### src/rtl/counter_array.sv
// Statistics counter array: read-modify-write pipeline over a delayed-read memory with in-flight bypass.
// Define COUNTER_ARRAY_OVF_EN to drive rsp_ovf from the INCR carry; otherwise rsp_ovf is tied low.

module counter_array_mem #(
    parameter int DEPTH = 8,
    parameter int AW    = 3,
    parameter int W     = 32,
    parameter int DELAY = 3
) (
    input  logic          clk,
    input  logic          wr_en,
    input  logic [AW-1:0] wr_addr,
    input  logic [W-1:0]  wr_data,
    input  logic          rd_en,
    input  logic [AW-1:0] rd_addr,
    output logic [W-1:0]  rd_data
);
    logic [W-1:0]          mem [DEPTH];
    logic [DELAY:1][W-1:0] rd_pipe;

    // The array is sampled on the edge that also commits a write, so same-cycle reads see old data.
    always_ff @(posedge clk) begin
        if (wr_en) mem[wr_addr] <= wr_data;
        if (rd_en) rd_pipe[1] <= mem[rd_addr];
        for (int k = 2; k <= DELAY; k++) rd_pipe[k] <= rd_pipe[k-1];
    end

    assign rd_data = rd_pipe[DELAY];
endmodule

module counter_array #(
    parameter int  NUM_COUNTERS  = 8,
    parameter int  COUNTER_WIDTH = 32,
    parameter int  INC_WIDTH     = 8,
    parameter int  READ_DELAY    = 3,
    parameter int  SATURATE      = 0,
    localparam int ADDR_WIDTH    = $clog2(NUM_COUNTERS)
) (
    input  logic                     clk,
    input  logic                     reset,
    input  logic                     req_vld,
    output logic                     req_rdy,
    input  logic [1:0]               req_op,
    input  logic [ADDR_WIDTH-1:0]    req_addr,
    input  logic [INC_WIDTH-1:0]     req_inc,
    output logic                     rsp_vld,
    output logic [ADDR_WIDTH-1:0]    rsp_addr,
    output logic [COUNTER_WIDTH-1:0] rsp_val,
    output logic                     rsp_ovf,
    output logic                     init_done
);
    localparam int R     = READ_DELAY;
    localparam int SUM_W = COUNTER_WIDTH + 1;

    typedef enum logic {S_INIT, S_RUN} state_t;

    typedef struct packed {
        logic [1:0]            op;
        logic [ADDR_WIDTH-1:0] addr;
        logic [INC_WIDTH-1:0]  inc;
    } req_t;

    state_t                  state_q, state_d;
    logic [ADDR_WIDTH-1:0]   init_idx;
    logic                    in_range;
    logic [R:0]              vld_pipe;
    req_t [R:0]              req_pipe;
    req_t                    wb;
    logic [COUNTER_WIDTH-1:0] rd_data, byp_val, old_val, inc_val, wb_data, rsp_data;
    logic [SUM_W-1:0]        sum;
    logic                    byp_hit, carry, is_incr, is_clr, wb_wr;
    logic                    mem_wr_en;
    logic [ADDR_WIDTH-1:0]   mem_wr_addr;
    logic [COUNTER_WIDTH-1:0] mem_wr_data;
    logic [R-1:0]            hist_wr;
    logic [R-1:0][ADDR_WIDTH-1:0]    hist_addr;
    logic [R-1:0][COUNTER_WIDTH-1:0] hist_val;

    always_ff @(posedge clk) begin
        if (reset) begin
            state_q  <= S_INIT;
            init_idx <= '0;
        end else begin
            state_q <= state_d;
            if (state_q == S_INIT) init_idx <= init_idx + 1'b1;
        end
    end

    always_comb begin
        state_d = state_q;
        case (state_q)
            S_INIT:  if (init_idx == ADDR_WIDTH'(NUM_COUNTERS - 1)) state_d = S_RUN;
            default: state_d = S_RUN;
        endcase
    end

    assign init_done = (state_q == S_RUN);
    assign req_rdy   = init_done;

    generate
        if (NUM_COUNTERS == (1 << ADDR_WIDTH)) begin : g_pow2
            assign in_range = 1'b1;
        end else begin : g_npow2
            assign in_range = (32'(req_addr) < 32'(NUM_COUNTERS));
        end
    endgenerate

    always_ff @(posedge clk) begin
        if (reset) vld_pipe <= '0;
        else begin
            vld_pipe[0] <= req_vld && req_rdy && in_range;
            for (int k = 1; k <= R; k++) vld_pipe[k] <= vld_pipe[k-1];
        end
    end

    always_ff @(posedge clk) begin
        req_pipe[0] <= '{op: req_op, addr: req_addr, inc: req_inc};
        for (int k = 1; k <= R; k++) req_pipe[k] <= req_pipe[k-1];
    end

    assign wb = req_pipe[R];

    // Youngest history entry (index 0) is visited last, so it wins on multiple hits.
    always_comb begin
        byp_hit = 1'b0;
        byp_val = '0;
        for (int i = R - 1; i >= 0; i--) begin
            if (hist_wr[i] && hist_addr[i] == wb.addr) begin
                byp_hit = 1'b1;
                byp_val = hist_val[i];
            end
        end
    end

    assign old_val  = byp_hit ? byp_val : rd_data;
    assign sum      = {1'b0, old_val} + SUM_W'(wb.inc);
    assign carry    = sum[COUNTER_WIDTH];
    assign inc_val  = (carry && SATURATE != 0) ? '1 : sum[COUNTER_WIDTH-1:0];
    assign is_incr  = (wb.op == 2'b00);
    assign is_clr   = (wb.op == 2'b10);
    assign wb_wr    = vld_pipe[R] && (is_incr || is_clr);
    assign wb_data  = is_incr ? inc_val : '0;
    assign rsp_data = is_incr ? inc_val : old_val;

    assign mem_wr_en   = !reset && (state_q == S_INIT || wb_wr);
    assign mem_wr_addr = (state_q == S_INIT) ? init_idx : wb.addr;
    assign mem_wr_data = (state_q == S_INIT) ? '0 : wb_data;

    counter_array_mem #(
        .DEPTH (NUM_COUNTERS),
        .AW    (ADDR_WIDTH),
        .W     (COUNTER_WIDTH),
        .DELAY (R)
    ) u_memory (
        .clk     (clk),
        .wr_en   (mem_wr_en),
        .wr_addr (mem_wr_addr),
        .wr_data (mem_wr_data),
        .rd_en   (vld_pipe[0]),
        .rd_addr (req_pipe[0].addr),
        .rd_data (rd_data)
    );

    always_ff @(posedge clk) begin
        if (reset) hist_wr <= '0;
        else begin
            hist_wr[0] <= wb_wr;
            for (int k = 1; k < R; k++) hist_wr[k] <= hist_wr[k-1];
        end
    end

    always_ff @(posedge clk) begin
        hist_addr[0] <= wb.addr;
        hist_val[0]  <= wb_data;
        for (int k = 1; k < R; k++) begin
            hist_addr[k] <= hist_addr[k-1];
            hist_val[k]  <= hist_val[k-1];
        end
    end

    always_ff @(posedge clk) begin
        if (reset) begin
            rsp_vld  <= 1'b0;
            rsp_addr <= '0;
            rsp_val  <= '0;
        end else begin
            rsp_vld  <= vld_pipe[R];
            rsp_addr <= vld_pipe[R] ? wb.addr : '0;
            rsp_val  <= vld_pipe[R] ? rsp_data : '0;
        end
    end

`ifdef COUNTER_ARRAY_OVF_EN
    always_ff @(posedge clk) begin
        if (reset) rsp_ovf <= 1'b0;
        else       rsp_ovf <= vld_pipe[R] && is_incr && carry;
    end
`else
    assign rsp_ovf = 1'b0;
`endif

    a_addr_range: assert property (@(posedge clk) disable iff (reset) (req_vld && req_rdy) |-> in_range)
        else $error("counter_array: req_addr %0d out of range", req_addr);
endmodule

### config.mk
export PLATFORM = sky130hd
export DESIGN_NAME = counter_array
export DESIGN_NICKNAME = d
export VERILOG_FILES = /design/src/rtl/counter_array.sv
export SDC_FILE = /design/constraint.sdc
export NUM_CORES = 1
export LEC_CHECK = 0
export CAP_MARGIN = 5
export CORE_AREA = 5 5 290 179
export DETAILED_ROUTE_END_ITERATION = 10
export DIE_AREA = 0 0 295 184
export HOLD_SLACK_MARGIN = 0.05
export PLACE_DENSITY = 0.58
export SYNTH_ARGS = -nofsm -noshare
export SYNTH_HDL_FRONTEND = slang
export SYNTH_SLANG_ARGS = --single-unit
### constraint.sdc
create_clock -name clk -period 4.19 [get_ports clk]
set_input_delay 0.838 -clock clk [delete_from_list [all_inputs] [get_ports clk]]
set_output_delay 0.838 -clock clk [all_outputs]
set_load 0.1 [all_outputs]
==> impl_results.md <==
* Primary FF master, synth: edfxtp_1
* Layout cells sized above 1 at between 20% and 30%
* Period minus WS final at 4.01 ns
* Min Hold Slack at roughly 0.32 ns
* Maximum clock rate at 249 MHz
* Die W at 295 microns
* Fillers at 4150
* Area of the multi-input gates at 5260 sq um
* Switch share at 20.9%
* Max-slew violation count at 0
* Relative slew slack at between 30% and 40%
* Nature of the critical path startpoint: register
* # setup viols final at 0
* Crit-path max cell delay at 0.45 ns
* Hold_sp: req_pipe[20]$_DFF_P_
* Power Dens Cells at around 470 nW/um^2
* Clock root buffer: clkbuf_16
* Worst Setup Slack, final at 0.179 ns
* CP max FO at 8
* Initial Utilization at 39.6%
* Worst Hold Path EP: req_pipe[33]$_DFF_P_
* Hold Crit Class: reg2reg
* Slowest CP cell: fa_1
* First-pass GRT wire length at ~70 mm
* Global Route Usage Sum at approximately 17%
* Worst R2R Setup Slack at about 0.18 ns
* Max IR drop VDD at 415 uV
* HPWL Detailed at 29.9 mm
* Cell variety after synth at 69
* Yosys top cell by area: edfxtp_1
* Core footprint at 48800 sq um
* Nets at 1393
* Pint at roughly 8.7 mW
* EDFF count, synth at 288
* CP Capture Type: register
* Crit-path cells: xnor2_1, and4_2, buf_4, a22oi_1, o21ai_1, inv_1, fa_1, nor2b_2, o31a_1, o21ai_1, a21oi_2, nand4_1, buf_4, or2_2, nor4b_4, nor3_2
* RR Startpoint: req_pipe[49]$_DFF_P_
* Final Hold Vio Count at 0
* Post-place setup slack at -0.294 ns
* Synth cell count leaders: edfxtp_1, dfxtp_1, nor2_1, mux4_2, nand2_1
* Synth Cell Area at 19300 sq um
* Final instance area at 23200 sq um
* Number of buffers created by CTS at 49
* Drt wl/cell at 22.8 microns
* Via count at 10900
* DRC viols at 0
* Area contributors post-synth: edfxtp_1, dfxtp_1, mux4_2
* Final GP Congestion at 0.893
* P&R area growth vs syn at 20.1%
* Area share of the largest cell type after synthesis at between 40 and 50%
* Status: completed
* Reg area at 14000 sq um
* Remaining Overflow, GRT at 0
* Clk buf depth at 3
* Static leakage at around 8.3 nW
* Switching power at between 2 and 2.5 mW
* CP arrival at 4.28 ns
* FP Rows at 63
* Via/cell ratio at 5.30
* Initial antenna violation count at 0
* Seq/Total Area, Yosys at between 70% and 80%
* Buffers on Ports at 53
* Critical Path RT at 4.46 ns
* First-pass detailed-route iteration total at 5
* Largest net degree at the start of global routing at 66
* H-tree levels at 2
* Clock network fraction of design power at 42.5%
* Post-synth ARST share at 0%
* Die height at approximately 180 microns
* Register bit total from synthesis at around 560
* Synth Warn # at 0
* Worst Tran Pin Value at 0.994 ns
* Hold-fix buffer count after cts at 0
* Syn_area_per_cell at between 15 and 20 sq um
* Hold path cells at 0
* Routed Antenna Nets at 0
* Comb power frac at slightly below 4%
* TritonCTS clock tree: yes
* Clock latency at the later pin of the worst-skew pair at approximately 0.58 ns
* Initial DRC Count at between 900 and 1000
* Syn Inst Count at 1221
* Fin Clk Skew at 0.0227 ns
* Reg2reg end: u_memory.mem[4][28]$_DFFE_PP_
* Syn_nets at roughly 1200
* Die footprint at 54300 sq um
* Worst reg-to-reg path cell count at 16
* # clock sinks at 556
* Period utilization at 95.7%
* Reg power frac at 53.6%
* Placed insts at 1958
* DRT Wirelength at 46.9 mm
* Max-cap violations at 0
* Post-layout util at between 40% and 50%
* Placement Cell Area at 21300 sq um
* Clk slew on worst S/H paths at ~0.060 ns
* Setup CP Type: reg2reg
* Vias in the first global route at 10800
* # IOs at 55
* Post-Layout Cell Count at 2058
* Most numerous cell in the Yosys netlist: edfxtp_1
==> power by group through the flow <==
stage	combinational, mW	sequential [mW]	clock, mW
2_1_floorplan	0.266	5.98	0
3_5_place_dp	0.416	6.01	0
5_1_grt	0.453	5.90	5.03
4_1_cts	0.420	5.89	4.77
6_report	0.424	5.89	4.67
3_3_place_gp	0.415	6.00	0
==> cells by family (layout without fill, tap and decap cells) <==
group / count (synthesis) / after routing / synth area share, %
AOI/OAI and AO/OA: 158 / 158 / 5.65
xor gates and xnor gates: 41 / 41 / 2.25
buffers and inverters: 78 / 264 / 1.81
other: 1 / 2 / 0.0194
muxes: 101 / 101 / 9.58
and+or+nand+nor: 275 / 275 / 7.42
adders and majority gates: 11 / 11 / 0.751
DFF: 556 / 556 / 72.5
==> how the worst max path moves through the flow <==
stage                              start                       endpoint  slack, ns  cells after the start
global placement    req_pipe[49]$_DFF_P_   u_memory.mem[2][9]$_DFFE_PP_      -0.17                     15
finish              req_pipe[49]$_DFF_P_  u_memory.mem[4][28]$_DFFE_PP_       0.18                     16
detailed placement  req_pipe[47]$_DFF_P_  u_memory.mem[0][22]$_DFFE_PP_      -0.29                     17
global route        req_pipe[49]$_DFF_P_  u_memory.mem[5][28]$_DFFE_PP_    -0.0004                     16
CTS                 req_pipe[49]$_DFF_P_  u_memory.mem[4][27]$_DFFE_PP_       0.01                     17
floorplan           req_pipe[49]$_DFF_P_  u_memory.mem[0][23]$_DFFE_PP_      0.003                     19
==> cell usage in the layout, fill, tap and decap left out, types with 9 or more instances in the layout <==
master	synthesis	layout
a21oi_1	34	27
a22oi_1	19	19
and3_1	12	11
buf_4	5	103
clkbuf_16	0	55
clkdlybuf4s50_1	0	53
clkinv_2	0	10
dfxtp_1	268	261
edfxtp_1	288	288
ha_1	10	10
inv_1	10	10
mux2_2	32	32
mux4_2	64	64
nand2_1	44	44
nand4_1	26	26
nor2_1	83	64
nor2_2	2	9
nor2_4	0	12
nor2b_1	18	17
nor3_1	32	24
nor4_1	10	10
o21ai_0	28	21
o21ai_1	4	10
o311ai_0	9	9
xnor2_1	28	26
xor2_1	9	9
==> sequential cells by signal, indices dropped and copies added, names as in the netlist <==
| name | cells |
|---|---|
| vld_pipe | 4 |
| hist_val | 96 |
| rsp_addr | 3 |
| u_memory.rd_pipe | 64 |
| req_pipe | 52 |
| rsp_val | 32 |
| init_idx | 3 |
| u_memory.rd_data | 32 |
| hist_addr | 9 |
| init_done | 1 |
| u_memory.mem | 256 |
| rsp_vld | 1 |
| hist_wr | 3 |
==> layout make-up <==
class / instances / share of cell area [%]
Clock inverter: 24 / 0.900
Antenna cell: 1 / 0.0108
Inverter: 11 / 0.178
Sequential cell: 556 / 60.4
Timing Repair Buffer: 161 / 5.91
Multi-Input combinational cell: 587 / 22.7
Clock buffer: 68 / 6.40
Tap cell: 650 / 3.50
==> stage by stage <==
stage / setup TNS, ns / power (mW)
finish: 0 / 11.0
global route: -0.000447 / 11.4
CTS: 0 / 11.1
detailed placement: -15.21 / 6.42
global placement: -2.51 / 6.42
floorplan: 0 / 6.25
==> timing repair <==
item                       CTS  global route
pin swaps                    1            11
setup endpoints to repair  169           198
cloned                       0             1
buffers inserted             0             6
resized for setup           21            22
==> layer usage <==
metal | vias up | routed length, microns | global-route usage, %
li1 | 4929 | - | -
met1 | 5525 | 23800 | 27.9
met2 | 401 | 18500 | 23.1
met3 | 51 | 4010 | 4.59
met4 | 0 | 622 | 3.20
met5 | - | 0 | 0
==> critical path, delay by kind of cell, from the launching register on <==
family	cells	cell delay [ns]
simple gates	6	1.44
compound gates	5	0.71
buf+inv	3	0.47
fa+ha+maj	1	0.45
flops	1	0.37
xor+xnor	1	0.29
(Power assumes the default switching activity.)
